==> src/rtl/serial_add_pkg.sv <==
// Shared types and helpers for the digit-serial adder/subtractor.
package serial_add_pkg;

   typedef enum logic [1:0] {
      IDLE = 2'd0,
      RUN  = 2'd1,
      DONE = 2'd2
   } state_t;

   // Digit counter width; a single-digit operation still needs one bit.
   function automatic int unsigned cnt_width(input int unsigned width, input int unsigned digit);
      int unsigned n;
      n = (digit == 0) ? 1 : width / digit;
      return (n <= 2) ? 1 : $clog2(n);
   endfunction

endpackage

==> src/rtl/fa_cell.sv <==
// One-bit gate-level full adder; DIGIT of these form the per-cycle ripple chain.
module fa_cell (
   input  logic x,
   input  logic y,
   input  logic z,
   output logic s,
   output logic c
);

   assign s = x ^ y ^ z;
   assign c = (x & y) | ((x ^ y) & z);

endmodule

==> src/rtl/serial_add_sub.sv <==
// Digit-serial adder/subtractor: WIDTH-bit operands processed DIGIT bits per clock
// through a fa_cell ripple chain, with the carry held in a register between digits.
module serial_add_sub
   import serial_add_pkg::*;
#(
   parameter int unsigned WIDTH = 8,
   parameter int unsigned DIGIT = 1
) (
   input  logic             clk,
   input  logic             rst,
   input  logic             in_valid,
   output logic             in_ready,
   input  logic [WIDTH-1:0] a,
   input  logic [WIDTH-1:0] b,
   input  logic             sub,
   input  logic             cin,
   output logic             out_valid,
   input  logic             out_ready,
   output logic [WIDTH-1:0] sum,
   output logic             cout,
   output logic             ovf
);

   localparam int unsigned NDIG = WIDTH / DIGIT;
   localparam int unsigned CW   = cnt_width(WIDTH, DIGIT);

   generate
      if (WIDTH < 2 || DIGIT == 0 || (WIDTH % DIGIT) != 0) begin : g_param_err
         $error("serial_add_sub: WIDTH must be >= 2 and divisible by DIGIT");
      end
   endgenerate

   state_t           state;
   state_t           state_next;
   logic [WIDTH-1:0] a_sh;
   logic [WIDTH-1:0] b_sh;
   logic             carry;
   logic [CW-1:0]    cnt;
   logic             last_digit;
   logic [DIGIT-1:0] dsum;
   logic [DIGIT:0]   chain_c;

   // Per-cycle ripple chain over the low DIGIT bits of the operand shifters.
   assign chain_c[0] = carry;

   generate
      for (genvar i = 0; i < DIGIT; i++) begin : g_fa
         fa_cell u_fa (
            .x (a_sh[i]),
            .y (b_sh[i]),
            .z (chain_c[i]),
            .s (dsum[i]),
            .c (chain_c[i+1])
         );
      end
   endgenerate

   assign last_digit = (cnt == CW'(NDIG - 1));

   always_ff @(posedge clk) begin
      if (rst) state <= IDLE;
      else     state <= state_next;
   end

   // Handshake outputs are decoded from state only, so no in_valid/out_ready feed-through.
   always_comb begin
      state_next = state;
      in_ready   = 1'b0;
      out_valid  = 1'b0;
      case (state)
         IDLE: begin
            in_ready = !rst;
            if (in_valid) state_next = RUN;
         end
         RUN: begin
            if (last_digit) state_next = DONE;
         end
         DONE: begin
            out_valid = !rst;
            if (out_ready) state_next = IDLE;
         end
         default: state_next = IDLE;
      endcase
   end

   // Subtraction is a + ~b + ~cin, so inversion happens once at accept time.
   always_ff @(posedge clk) begin
      if (rst) begin
         a_sh  <= '0;
         b_sh  <= '0;
         carry <= 1'b0;
         cnt   <= '0;
         sum   <= '0;
         cout  <= 1'b0;
         ovf   <= 1'b0;
      end else begin
         case (state)
            IDLE: begin
               if (in_valid) begin
                  a_sh  <= a;
                  b_sh  <= sub ? ~b : b;
                  carry <= cin ^ sub;
                  cnt   <= '0;
               end
            end
            RUN: begin
               a_sh  <= a_sh >> DIGIT;
               b_sh  <= b_sh >> DIGIT;
               carry <= chain_c[DIGIT];
               cnt   <= cnt + CW'(1);
               sum   <= (sum >> DIGIT) | (WIDTH'(dsum) << (WIDTH - DIGIT));
               if (last_digit) begin
                  cout <= chain_c[DIGIT];
                  ovf  <= chain_c[DIGIT] ^ chain_c[DIGIT-1];
               end
            end
            default: ;
         endcase
      end
   end

endmodule
==> config.mk <==
export PLATFORM = sky130hd
export DESIGN_NAME = serial_add_sub
export DESIGN_NICKNAME = d
export VERILOG_FILES = /design/src/rtl/serial_add_pkg.sv /design/src/rtl/fa_cell.sv /design/src/rtl/serial_add_sub.sv
export SDC_FILE = /design/constraint.sdc
export NUM_CORES = 1
export LEC_CHECK = 0
export BUFFER_PORTS_ARGS = -buffer_cell sky130_fd_sc_hd__buf_2
export CAP_MARGIN = 20
export CORE_MARGIN = 2
export CORE_UTILIZATION = 49
export CTS_BUF_LIST = sky130_fd_sc_hd__clkbuf_16
export DETAILED_ROUTE_END_ITERATION = 16
export GPL_ROUTABILITY_DRIVEN = 1
export GPL_TIMING_DRIVEN = 0
export PLACE_DENSITY = 0.74
export SYNTH_ARGS = -nofsm -noshare
export SYNTH_HDL_FRONTEND = slang
export SYNTH_SLANG_ARGS = --single-unit
==> constraint.sdc <==
create_clock -name clk -period 3 [get_ports clk]
set_clock_uncertainty 0.05 [all_clocks]
set_input_delay 0.3 -clock clk [delete_from_list [all_inputs] [get_ports clk]]
set_output_delay 0.3 -clock clk [all_outputs]
set_load 0.05 [all_outputs]
==> metrics list <==
- Result of the run: complete, but fails checks
- Failing checks: design-rule violations
* Crit path largest cell delay: 0.36 ns
* Slew at the pin closest to its max-slew limit: 0.4704 ns
* Final global-route overflow total: 0
- The signal on the critical path passes through buf_4 -> clkbuf_1 -> nor3b_1 -> buf_2.
- Diodes inserted: 0
- The region available for standard cell placement spans 0.002805 mm2.
* Combined area of all synthesized cells: 0.001478 mm2
* Area share of and/or/nand/nor cells after synthesis: 22.86%
- Gate family responsible for the most delay along the worst path: buffers and inverters
- The die covers between 0.003 and 0.004 mm2.
- Part of the cycle the worst path needs: 65.41%
* Kind of capture point of the worst setup path: primary output
* Die Span Y: between 50 and 60 um
- Flop and latch count out of synthesis: 32
- The pre-antenna-repair detailed-routing pass consisted of 10 iterations.
- Worst-skew pair later-pin latency: approximately 0.27 ns
- Power per cell area: 580.8 mW/mm2
- Main area contributors after synthesis: sky130_fd_sc_hd__dfxtp_1 43%, sky130_fd_sc_hd__a21oi_1 6.1%, sky130_fd_sc_hd__xnor2_1 5.3%, sky130_fd_sc_hd__a22oi_1 5.1%, sky130_fd_sc_hd__nand2_1 5.1%
- After layout, the worst setup slack is 1.038 ns.
- The number of global-route vias before repair was between 1000 and 1500.
- Number of nets with antenna violations after detailed routing: 0
* Proportion of synthesized chip area in sequential cells: 43.35%
- Before CTS, the worst setup slack after placement is 1.304 ns.
- Together, buffers and inverters on the worst path number 3.
* Post-synthesis instance total: 167
* Vias after detailed routing: between 1000 and 1500
- The synthesized design devotes to its leading area cell type 43.35% of total area.
- The worst path in the final design needs a cycle of between 1.5 and 2 ns, including I/O delays and setup.
* Top-level I/O count: 34
- The synthesized netlist contains 32 unique library cells.
- Setup Viol. Count Final: 0
* Largest voltage drop on the vdd net: around 450 uV
- Unrepaired setup endpoints after global routing: no
- Entering global routing, the biggest net connects 11 pins.
* CP Max Fanout: 10
- Share of synthesized cell area in full adder, half adder and majority cells: 3.048%
- The average instance in the mapped netlist occupies 8.848 um2.
* Number of standard-cell rows in the floorplan: 19
- Detailed-placement wirelength estimate: 2257 um
* Fraction of synthesized area in multiplexers: 0.6774%
- Including well taps, the total number of placed cells is ~230.
* Mean number of vias per cell: 5.487
* Total count of max-transition violations in the final report: 0
- The number of hold buffers added after CTS was 0.
- Count of input and output buffers: 31
- Ys flop type: sky130_fd_sc_hd__dfxtp_1
- Cells with a size suffix above 1 make up 24.88% of the layout.
* Synthesis warning total: 0
- For this run, asynchronously set or reset flops after synthesis account for 0%.
- Derived from the worst setup path, the maximum achievable clock frequency is 0.5096 GHz.
- The tree built by TritonCTS fans out to 32 sinks.
- The critical path in this run is classified as register to primary output.
- Post-Layout Inst Area: 0.001804 mm2
- The commonest cells after synthesis are 32 x sky130_fd_sc_hd__dfxtp_1, 20 x sky130_fd_sc_hd__nand2_1, 18 x sky130_fd_sc_hd__a21oi_1, 13 x sky130_fd_sc_hd__nor2_1, 10 x sky130_fd_sc_hd__a22oi_1.
- # DRC: 2
- Once the floorplan was initialized, standard cells occupied ~53% of the core.
- For this design the static power due to leakage is 0.7356 nW.
- Of all cell types, the one taking the most synthesized area is sky130_fd_sc_hd__dfxtp_1.
- Main combinational cell family by area after synthesis: simple AND/OR/NAND/NOR gates
* Antenna violations before repair: 0
* Final Total Pwr: 1.048 mW
- After routing, the total negative slack on setup checks comes to 0 ns.
- Wire length of the first global-routing pass: slightly below 5000 um
- Count of fill cells added during filler insertion: 258
- Detailed Route Iter0 Violations: between 80 and 90
* Required time of the worst setup path: 2.65 ns
- Max-cap violations in this run came to 0.
* Nets: 230
* Num CTS Buffers: 5
- Compared with the post-synthesis result, the final layout area differs by 22.10%.
- Clock Pin Slew Worst Setup and Hold Paths: 0.05 ns
* Post-Synth XOR/XNOR Area: 5.927%
- Area fraction in compound gates after synthesis: 18.20%
- Gates resized during post-CTS repair numbered 0.
- After detailed routing, the average wire length per cell comes to approximately 13 um.
- After detailed placement, the total cell area comes to 0.001672 mm2.
- STA classifies the critical path startpoint as a register.
* Most frequent cell after synthesis: sky130_fd_sc_hd__dfxtp_1
- TritonCTS built the clock tree.
- Synthesized net count: about 190
- Data arrival time of the worst path: approximately 1.6 ns
- The largest individual stage delay along the critical path comes from the cell sky130_fd_sc_hd__clkbuf_1.
- The die is 58.92 um wide.
- Headroom to the max-slew limit came out at about two thirds.
* Deepest level of the CTS H-tree: 2
- The clock passes through at most 2 buffers.
- Hold Violations, Final: 0
* EDFF count, synth: 0
- In the global route stage, overall resource usage came out at 18.82%.
* HP Class: input port to register
- Total wire length: a little over 3000 um
* Root Buffer Master: sky130_fd_sc_hd__clkbuf_16
* Final RePlAce weighted congestion: 0.7397
* Post-CTS Setup Inserts: 0
- For this run, the number of standard cells in the final layout without fillers is 236.
## report_power, final
group | leakage [nW] | switching, mW | internal, mW
combinational | 0.409 | 0.0720 | 0.0593
sequential | 0.262 | 0.0154 | 0.449
clock | 0.0648 | 0.157 | 0.295
total | 0.736 | 0.244 | 0.804
## worst min-delay path: stages
cell and delay [ns]:
sky130_fd_sc_hd__buf_2 0.08, sky130_fd_sc_hd__a32oi_1 0.08, sky130_fd_sc_hd__nor2_1 0.07
## cell usage in the layout (no fill, tap or decap), types with 2 or more instances in the layout
| master | netlist | layout |
|---|---|---|
| sky130_fd_sc_hd__ha_1 | 2 | 2 |
| sky130_fd_sc_hd__clkbuf_16 | 0 | 5 |
| sky130_fd_sc_hd__a21oi_1 | 18 | 18 |
| sky130_fd_sc_hd__dfxtp_1 | 32 | 32 |
| sky130_fd_sc_hd__buf_4 | 4 | 4 |
| sky130_fd_sc_hd__nand2_1 | 20 | 20 |
| sky130_fd_sc_hd__clkbuf_1 | 6 | 6 |
| sky130_fd_sc_hd__or3b_1 | 7 | 7 |
| sky130_fd_sc_hd__nor2_1 | 13 | 13 |
| sky130_fd_sc_hd__nand3_1 | 2 | 2 |
| sky130_fd_sc_hd__a22oi_1 | 10 | 10 |
| sky130_fd_sc_hd__clkinv_1 | 0 | 2 |
| sky130_fd_sc_hd__buf_2 | 3 | 34 |
| sky130_fd_sc_hd__nor3_1 | 8 | 8 |
| sky130_fd_sc_hd__nand2b_1 | 8 | 8 |
| sky130_fd_sc_hd__xnor2_1 | 9 | 9 |
| sky130_fd_sc_hd__o22ai_1 | 8 | 8 |
## final cells by class
type	instances	area (um2)	share of cell area (%)
clock buffers	5	125.1	6.935
multi-input cells	119	749.5	41.54
well taps	31	38.79	2.150
plain buffers	15	83.83	4.646
repair buffers	31	155.1	8.599
inverters	1	3.754	0.2080
clock inverters	2	7.507	0.4161
flip-flops and latches	32	640.6	35.51
## flip-flops by register name (all words and copies together) (netlist names)
register  cells
ovf           1
cnt           3
cout          1
b_sh          8
sum           8
a_sh          8
state         2
carry         1
## cells by family (layout without fill, tap and decap cells)
family,Yosys count,count (layout)
and+or+nand+nor,64,64
AOI/OAI and AO/OA,41,41
DFF,32,32
buffers and inverters,16,54
xor gates and xnor gates,10,10
adders and majority gates,3,3
muxes,1,1
## routing by layer
layer | vias up | global-route usage, % | part of all wire (%)
li1 | 656 | - | -
met1 | 602 | 20.91 | 44
met2 | 32 | 34.29 | 50
met3 | 5 | 5.495 | 5.3
met4 | 0 | 5.844 | 0.76
met5 | - | 0 | 0
## worst paths after layout
check | start | endpoint | slack, ns | cells past startpoint
worst max register to register | state[1] | b_sh[4] | 1.64 | 5
worst max-delay path | state[1] | out_valid | 1.04 | 4
worst min register to register | sum[4] | sum[3] | 0.41 | 2
worst min-delay path | a[7] | a_sh[7] | 0.25 | 3
## stage by stage
stage          hold WS [ns]  util, %
3_5_place_dp         0.4033    59.59
5_1_grt              0.2502    64.32
3_3_place_gp         0.3912    59.59
6_report             0.2453    64.32
2_1_floorplan        0.3951        -
4_1_cts              0.2415    64.32
Note: power is estimated with default switching activity, not from simulation.
